[src/rtl/panda_mem_arbiter_if.sv]
// Shared-memory arbiter bus: fetch port, data port and memory port.
// slave is the arbiter's view; master is the core/memory side.
interface panda_mem_arbiter_if;
  logic        instr_req_i;
  logic [31:0] instr_addr_i;
  logic        instr_gnt_o;
  logic        instr_rvalid_o;
  logic [31:0] instr_rdata_o;
  logic        data_req_i;
  logic [31:0] data_addr_i;
  logic [3:0]  data_we_i;
  logic [31:0] data_wdata_i;
  logic        data_gnt_o;
  logic        data_rvalid_o;
  logic [31:0] data_rdata_o;
  logic        mem_req_o;
  logic [31:0] mem_addr_o;
  logic [3:0]  mem_we_o;
  logic [31:0] mem_wdata_o;
  logic        mem_gnt_i;
  logic        mem_rvalid_i;
  logic [31:0] mem_rdata_i;

  modport slave (
    input  instr_req_i, instr_addr_i,
    input  data_req_i, data_addr_i,
    input  data_we_i, data_wdata_i,
    input  mem_gnt_i, mem_rvalid_i,
    input  mem_rdata_i,
    output instr_gnt_o, instr_rvalid_o,
    output instr_rdata_o,
    output data_gnt_o, data_rvalid_o,
    output data_rdata_o,
    output mem_req_o, mem_addr_o,
    output mem_we_o, mem_wdata_o
  );

  modport master (
    output instr_req_i, instr_addr_i,
    output data_req_i, data_addr_i,
    output data_we_i, data_wdata_i,
    output mem_gnt_i, mem_rvalid_i,
    output mem_rdata_i,
    input  instr_gnt_o, instr_rvalid_o,
    input  instr_rdata_o,
    input  data_gnt_o, data_rvalid_o,
    input  data_rdata_o,
    input  mem_req_o, mem_addr_o,
    input  mem_we_o, mem_wdata_o
  );
endinterface

[src/rtl/panda_mem_arbiter.sv]
// Fetch/data arbiter for one shared memory port, one transaction
// in flight, data priority with a bounded streak against fetch.
module panda_mem_arbiter #(
  parameter int unsigned MAX_DATA_STREAK = 4
) (
  input logic          clk_i,
  input logic          rst_ni,
  panda_mem_arbiter_if.slave bus
);

  localparam int unsigned SW = $clog2(MAX_DATA_STREAK + 1);
  localparam logic [SW-1:0] STREAK_MAX = SW'(MAX_DATA_STREAK);

  typedef enum logic [1:0] {IDLE, REQ, RESP} state_t;
  typedef enum logic {OWN_INSTR, OWN_DATA} owner_t;

  state_t        state_q, state_d;
  owner_t        owner_q, owner_d;
  logic [SW-1:0] streak_q, streak_d;

  logic any_req;
  logic data_win;
  logic sel_data;
  logic req;
  logic gnt;
  logic resp;

  assign any_req  = bus.instr_req_i | bus.data_req_i;
  assign data_win = bus.data_req_i &
    ~(bus.instr_req_i & (streak_q == STREAK_MAX));

  always_comb begin
    state_d  = state_q;
    owner_d  = owner_q;
    streak_d = streak_q;
    req      = 1'b0;
    sel_data = (owner_q == OWN_DATA);
    unique case (state_q)
      IDLE: begin
        req      = any_req;
        sel_data = data_win;
        if (any_req) begin
          owner_d = data_win ? OWN_DATA : OWN_INSTR;
          state_d = bus.mem_gnt_i ? RESP : REQ;
        end
      end
      REQ: begin
        req = 1'b1;
        if (bus.mem_gnt_i) state_d = RESP;
      end
      RESP: begin
        if (bus.mem_rvalid_i) state_d = IDLE;
      end
      default: state_d = IDLE;
    endcase
    // outputs must read 0 while reset is held, even with requests up
    req = req & rst_ni;
    gnt = req & bus.mem_gnt_i;
    if (gnt) begin
      if (!sel_data || !bus.instr_req_i)
        streak_d = '0;
      else if (streak_q != STREAK_MAX)
        streak_d = streak_q + SW'(1);
    end
  end

  always_ff @(posedge clk_i or negedge rst_ni) begin
    if (!rst_ni) begin
      state_q  <= IDLE;
      owner_q  <= OWN_INSTR;
      streak_q <= '0;
    end else begin
      state_q  <= state_d;
      owner_q  <= owner_d;
      streak_q <= streak_d;
    end
  end

  assign resp = rst_ni & (state_q == RESP) & bus.mem_rvalid_i;

  assign bus.mem_req_o   = req;
  assign bus.mem_addr_o  = !req ? '0 :
    (sel_data ? bus.data_addr_i : bus.instr_addr_i);
  assign bus.mem_we_o    = (req & sel_data) ? bus.data_we_i : '0;
  assign bus.mem_wdata_o = (req & sel_data) ? bus.data_wdata_i : '0;

  assign bus.instr_gnt_o    = gnt & ~sel_data;
  assign bus.data_gnt_o     = gnt & sel_data;
  assign bus.instr_rvalid_o = resp & (owner_q == OWN_INSTR);
  assign bus.data_rvalid_o  = resp & (owner_q == OWN_DATA);
  assign bus.instr_rdata_o  = bus.mem_rdata_i;
  assign bus.data_rdata_o   = bus.mem_rdata_i;

endmodule
[src/flat_wrapper.sv]
// flat-port wrapper written by rule: the top's interface ports become plain ports
module panda_mem_arbiter_flat 
#(
  parameter int unsigned MAX_DATA_STREAK = 4
)
  (clk_i, rst_ni, bus_instr_req_i, bus_instr_addr_i, bus_data_req_i, bus_data_addr_i, bus_data_we_i, bus_data_wdata_i, bus_mem_gnt_i, bus_mem_rvalid_i, bus_mem_rdata_i, bus_instr_gnt_o, bus_instr_rvalid_o, bus_instr_rdata_o, bus_data_gnt_o, bus_data_rvalid_o, bus_data_rdata_o, bus_mem_req_o, bus_mem_addr_o, bus_mem_we_o, bus_mem_wdata_o);
  panda_mem_arbiter_if bus_i ();
  input logic clk_i;
  input logic rst_ni;
  input wire logic [$bits(bus_i.instr_req_i)-1:0] bus_instr_req_i;
  input wire logic [$bits(bus_i.instr_addr_i)-1:0] bus_instr_addr_i;
  input wire logic [$bits(bus_i.data_req_i)-1:0] bus_data_req_i;
  input wire logic [$bits(bus_i.data_addr_i)-1:0] bus_data_addr_i;
  input wire logic [$bits(bus_i.data_we_i)-1:0] bus_data_we_i;
  input wire logic [$bits(bus_i.data_wdata_i)-1:0] bus_data_wdata_i;
  input wire logic [$bits(bus_i.mem_gnt_i)-1:0] bus_mem_gnt_i;
  input wire logic [$bits(bus_i.mem_rvalid_i)-1:0] bus_mem_rvalid_i;
  input wire logic [$bits(bus_i.mem_rdata_i)-1:0] bus_mem_rdata_i;
  output wire logic [$bits(bus_i.instr_gnt_o)-1:0] bus_instr_gnt_o;
  output wire logic [$bits(bus_i.instr_rvalid_o)-1:0] bus_instr_rvalid_o;
  output wire logic [$bits(bus_i.instr_rdata_o)-1:0] bus_instr_rdata_o;
  output wire logic [$bits(bus_i.data_gnt_o)-1:0] bus_data_gnt_o;
  output wire logic [$bits(bus_i.data_rvalid_o)-1:0] bus_data_rvalid_o;
  output wire logic [$bits(bus_i.data_rdata_o)-1:0] bus_data_rdata_o;
  output wire logic [$bits(bus_i.mem_req_o)-1:0] bus_mem_req_o;
  output wire logic [$bits(bus_i.mem_addr_o)-1:0] bus_mem_addr_o;
  output wire logic [$bits(bus_i.mem_we_o)-1:0] bus_mem_we_o;
  output wire logic [$bits(bus_i.mem_wdata_o)-1:0] bus_mem_wdata_o;
  assign bus_i.instr_req_i = bus_instr_req_i;
  assign bus_i.instr_addr_i = bus_instr_addr_i;
  assign bus_i.data_req_i = bus_data_req_i;
  assign bus_i.data_addr_i = bus_data_addr_i;
  assign bus_i.data_we_i = bus_data_we_i;
  assign bus_i.data_wdata_i = bus_data_wdata_i;
  assign bus_i.mem_gnt_i = bus_mem_gnt_i;
  assign bus_i.mem_rvalid_i = bus_mem_rvalid_i;
  assign bus_i.mem_rdata_i = bus_mem_rdata_i;
  assign bus_instr_gnt_o = bus_i.instr_gnt_o;
  assign bus_instr_rvalid_o = bus_i.instr_rvalid_o;
  assign bus_instr_rdata_o = bus_i.instr_rdata_o;
  assign bus_data_gnt_o = bus_i.data_gnt_o;
  assign bus_data_rvalid_o = bus_i.data_rvalid_o;
  assign bus_data_rdata_o = bus_i.data_rdata_o;
  assign bus_mem_req_o = bus_i.mem_req_o;
  assign bus_mem_addr_o = bus_i.mem_addr_o;
  assign bus_mem_we_o = bus_i.mem_we_o;
  assign bus_mem_wdata_o = bus_i.mem_wdata_o;
  panda_mem_arbiter #(.MAX_DATA_STREAK(MAX_DATA_STREAK)) u_core (.clk_i(clk_i), .rst_ni(rst_ni), .bus(bus_i));
endmodule
[config.mk]
export PLATFORM = sky130hd
export DESIGN_NAME = panda_mem_arbiter_flat
export DESIGN_NICKNAME = d
export VERILOG_FILES = /design/src/rtl/panda_mem_arbiter_if.sv /design/src/rtl/panda_mem_arbiter.sv /design/src/flat_wrapper.sv
export SDC_FILE = /design/constraint.sdc
export NUM_CORES = 1
export LEC_CHECK = 0
export ABC_AREA = 0
export ABC_CLOCK_PERIOD_IN_PS = 2050
export CAP_MARGIN = 20
export CORE_AREA = 5 5 103 105
export CTS_CLUSTER_SIZE = 40
export DETAILED_ROUTE_END_ITERATION = 10
export DIE_AREA = 0 0 108 110
export DONT_BUFFER_PORTS = 1
export GPL_TIMING_DRIVEN = 0
export PLACE_DENSITY = 0.3
export SLEW_MARGIN = 20
export SYNTH_ARGS = -nofsm -noshare
export SYNTH_HDL_FRONTEND = slang
export SYNTH_SLANG_ARGS = --single-unit
[constraint.sdc]
create_clock -name clk_i -period 2.05 [get_ports clk_i]
set_input_delay 0.205 -clock clk_i [delete_from_list [all_inputs] [get_ports clk_i]]
set_output_delay 0.205 -clock clk_i [all_outputs]
set_load 0.03 [all_outputs]
---- Yosys cells after proc, flatten, opt, wreduce, memory -nomap -nowiden ----
Cells that the tools add are included.
word-level totals
  register bits ........................... 6
  bits of input ports ..................... 138
  output and inout port bits .............. 137
  word-level logic and storage cells ...... 48
operators by class
  $add $sub $neg .......................... 1
  equality and inequality tests ........... 7
  mux-type cells .......................... 14
  bitwise gates (word level) .............. 15
  reductions and logical operators ........ 8
operators with widths
  kind                 number
  $mux 32              3
  $and 1x1->1          11
  $mux 2               4
  $mux 3               2
  $pmux 2 s3           1
  $mux 4               1
  $ne 2x2->1 const B   2
  $reduce_and 2->1     2
  $add 3x1->3 const B  1
  $eq 3x3->1 const B   1
  $ne 3x3->1 const B   1
  $not 1->1            3
  $reduce_and 3->1     1
  $eq 2x1->1 const B   1
  $eq 2x2->1 const B   1
  $logic_not 1->1      2
  $logic_not 2->1      1
  $mux 1               2
  $ne 2x1->1 const B   1
  $pmux 1 s2           1
  $reduce_bool 2->1    1
  $logic_or 1x1->1     1
  $or 1x1->1           1

---- Depth between registers and ports, before layout ----
  depth in word-level cells ............... 9
  mapped depth ............................ 8
  depth with buffers taken out ............ 6

---- Least setup slack after synthesis ----
No wires, ideal clock.
  path type ............................... reg2out
  start point ............................. register u_core.streak_q[0]
  end point ............................... output port bus_mem_addr_o[10]
  arrival ................................. 1.734 ns
  data required time ...................... 1.845 ns
  setup slack ............................. 0.111 ns
  stages on the path, launching flop included .. 9
  path buffers ............................ 2
  path through ............................ dfrtp_1 -> inv_1 -> ha_1 -> nand3_1 -> a31oi_2 -> buf_6 -> buf_12 -> mux2i_1 -> nor2_1
between the ends
  longest elaborated chain between the ends .. 7
ends and longest elaborated chain
  what                      RTL line                 RTL
  start: declaration        panda_mem_arbiter.sv:19  logic [SW-1:0] streak_q, streak_d;
  start signal: assignment  panda_mem_arbiter.sv:75  streak_q <= streak_d;
  $eq 3x3->1                panda_mem_arbiter.sv:30  ~(bus.instr_req_i & (streak_q == STREAK_MAX));
  $and 1x1->1               panda_mem_arbiter.sv:30
  $not 1->1                 panda_mem_arbiter.sv:30
  $and 1x1->1               panda_mem_arbiter.sv:29  assign data_win = bus.data_req_i &
  $mux 1                    panda_mem_arbiter.sv:38  unique case (state_q)
  $mux 32                   panda_mem_arbiter.sv:83  (sel_data ? bus.data_addr_i : bus.instr_addr_i);
  $mux 32                   panda_mem_arbiter.sv:82  assign bus.mem_addr_o = !req ? '0 :
  end: declaration          flat_wrapper.sv:26       output wire logic [$bits(bus_i.mem_addr_o)-1:0] bus_mem_addr_o;
Every way passes these cells.

---- Final worst setup path ----
  start point ............................. register u_core.streak_q[1]
  end point ............................... output port bus_mem_addr_o[14]
The elaborated chain is that of the path after synthesis.

==> reports/metrics.yaml <==
timing:
  max_freq_mhz: 489
  fin_ws_ns: 0.00428
  relSlewSlack_pct: 63.5
  period_needed_ns: 2.05
  fin_crit_sh_pct: 99.8
  tightestPinTransition_ns: 0.546
  finalMaxSlewViolations: 0
  hold_viol_final: 0
  timing.final.setup_violations: 0
  rsz0062_at_grt: "true"
  skew_ns: 0.000493
die:
  row_count: 36
  dieWidth_microns: 108
  initial_utilization_pct: 17.3
  core_sq_um: 9550
  die_h_microns: 110
  dieArea_sq_um: 11900
  ioPinCount: 275
worst_setup_path:
  crit_start: "u_core.streak_q[1]"
  slowest_delay_ns: 0.39
  endpoint_kind: "primary output"
  cp_top_family: "buffers and inverters"
  cp.arrival_ns: 1.84
  path_class: "flop to primary output"
  crit_slowest_cell: "dfrtp_1"
  cp_num_buf_inv: 3
  critPathLaunchType: "flop"
  crit_chain: "inv_2, ha_4, nand3_4, a31oi_4, buf_12, clkbuf_16, mux2i_4, nor2_4"
  r2r-start: "u_core.streak_q[1]"
  cp_data_required_time_ns: 1.85
  cp_max_fo: 9
pwr:
  p_leak_nw: 1.10
  power_frac_seq_pct: 7.3
  sw_frac_of_total_pct: 49.1
  p_sw_mw: 1.22
  vdd_drop_max_mv: 0.441
  cellPowerDensity_nw_per_um2: 876
  p_comb_share_pct: 85.5
  clkPwrFrac_pct: 7.2
  p_int_mw: 1.26
final_layout:
  fin_cells: 370
  antennaDiodeCount: 0
  drive_gt1_share_pct: 89.0
  syn_to_final_growth_pct: 70.9
  final_nets: 379
  final_util_pct: 29.6
worst_hold_path:
  hp-class: "input port to flop"
  min_from: "bus_mem_gnt_i"
global_route:
  first_global_vias: 1531
  track_usage_pct: 10.5
  gr-total-overflow: 0
  grt_pass1_wl_microns: 9440
  grt_start_max_net_pins: 11
  antenna_found_initial: 0
place:
  dp_slack_ns: -0.0973
  portBuffers: 0
  dpl.hpwl_microns: 6110
  dp.cells: 347
  place.gp.congestion: 0.687
yosys:
  synth_cells: 214
  yosys_warnings: 0
  syn_area_per_cell_sq_um: 7.72
  ys_seq_area_share_pct: 9.08
  yosys.area.top_type: "buf_4"
  ys_ff_latch: 6
  synth_area_leaders: "buf_4 (29%), mux2i_1 (19%), and2_1 (14%)"
  syn-cell-area_sq_um: 1650
  syn-num-nets: 354
  yosysUniqueCellTypes: 29
  yosys.area.top_type_share_pct: 29.1
clocking:
  cts_buffer_depth: 2
  cts_root_buf: "clkbuf_8"
  cts.reportedPaths.clkPinSlew_ns: 0.04
  cts_tree: "done"
  cts_buffers: 3
  insertion_delay_ns: 0.22
  cts.sinks: 6
  cts_max_level: 1
route:
  vias: 1569
  ant_nets: 0
  avgViaCountPerCell: 4.24
  drt_iter0_markers: 21
  wire_per_inst_microns: 21.6
  drc_errors: 0
  finalWirelength_microns: 7980
  first_pass_iters: 4
job:
  max_cap_violations: 0
status:
  status: "completed"
kinds of logic after synthesis:
group / Yosys count / synth area share, %
and+or+nand+nor: 85 / 28.3
buffers and inverters: 81 / 37.2
muxes: 33 / 20.1
AOI/OAI and AO/OA: 7 / 3.86
DFF: 6 / 9.08
adders and majority gates: 2 / 1.51
power by group through the flow:
stage               combinational (mW)  clock (mW)  sequential, mW
floorplan                         1.11           0           0.169
global route                      2.21       0.190           0.186
detailed placement                1.26           0           0.177
CTS                               1.89       0.184           0.181
global placement                  1.26           0           0.178
finish                            2.11       0.179           0.181
cell type report:
cell class                      instances  area, sq um
Timing Repair Buffer                   19          231
Inverter                                7         26.3
Fill cell                             978         6720
Buffer                                 74          632
Tap cell                              133          166
Sequential cell                         6          150
Clock buffer                            3         41.3
Multi-Input combinational cell        128         1580
Yosys cell counts:
library cell,number
a31oi_2,1
nor3_1,1
buf_2,3
o21a_1,2
nor2_1,37
o31ai_1,1
a22o_1,1
mux2_2,1
or3_4,1
buf_4,64
buf_12,3
nor4b_1,1
mux2i_1,32
nor4b_2,1
or2_2,1
nor3b_1,1
ha_1,2
buf_6,2
nand4_2,1
nand3_1,2
a311o_1,1
dfrtp_1,6
nor2_4,1
and2_1,36
inv_1,7
nand3_2,1
and3_1,1
clkbuf_2,2
a32o_1,1
layout by cell type, fill, tap and decap left out, types with 4 or more instances in the layout:
cell     synthesis  routed
buf_8            0       4
dfrtp_1          6       6
mux2i_4          0      21
mux2i_2          0      11
buf_12           3       4
nor2_4           1      34
buf_4           64      78
inv_1            7       5
and2_4           0      33
flip-flops by register name, indices dropped and copies added (netlist names):
signal / cells
u_core.state_q: 2
u_core.streak_q: 3
u_core.owner_q: 1
per-stage QoR:
step                area (sq um)  power, mW  setup TNS, ns  hold slack (ns)
finish                      2830       2.47              0           0.0520
floorplan                   1650       1.28              0          -0.0906
detailed placement          1820       1.43          -2.46          -0.0903
global placement            1820       1.44          -2.53          -0.0904
global route                2830       2.59          -1.85           0.0490
CTS                         2580       2.25        -0.0626           0.0516
final timing paths:
| check | to | slack [ns] | cells after the start |
|---|---|---|---|
| worst max register to register | u_core.streak_q[2] | 0.29 | 7 |
| worst min-delay path | u_core.state_q[0] | 0.05 | 1 |
| worst min register to register | u_core.state_q[0] | 0.50 | 1 |
| worst max-delay path | bus_mem_addr_o[14] | 0.004 | 8 |
| max in group asynchronous | u_core.owner_q | 1.49 | 1 |
| min in group asynchronous | u_core.streak_q[2] | 0.32 | 1 |
repair_timing:
action | in CTS | in global routing
hold buffers | 1 | 0
gates resized for setup | 187 | 29
setup buffers | 8 | 5
pin swaps | 19 | 8
hold endpoints to repair | 6 | 0
setup endpoints to repair | 70 | 68
gates cloned | 5 | 2
layer usage:
metal	GRT usage, %	routed length [microns]	vias to the layer above	part of all wire, %
li1	-	-	685	-
met1	10.1	2250	742	28
met2	21.9	4680	138	59
met3	3.49	979	4	12
met4	1.53	60	0	0.75
met5	0	0	-	0
Note: power is estimated with default switching activity, not from simulation.
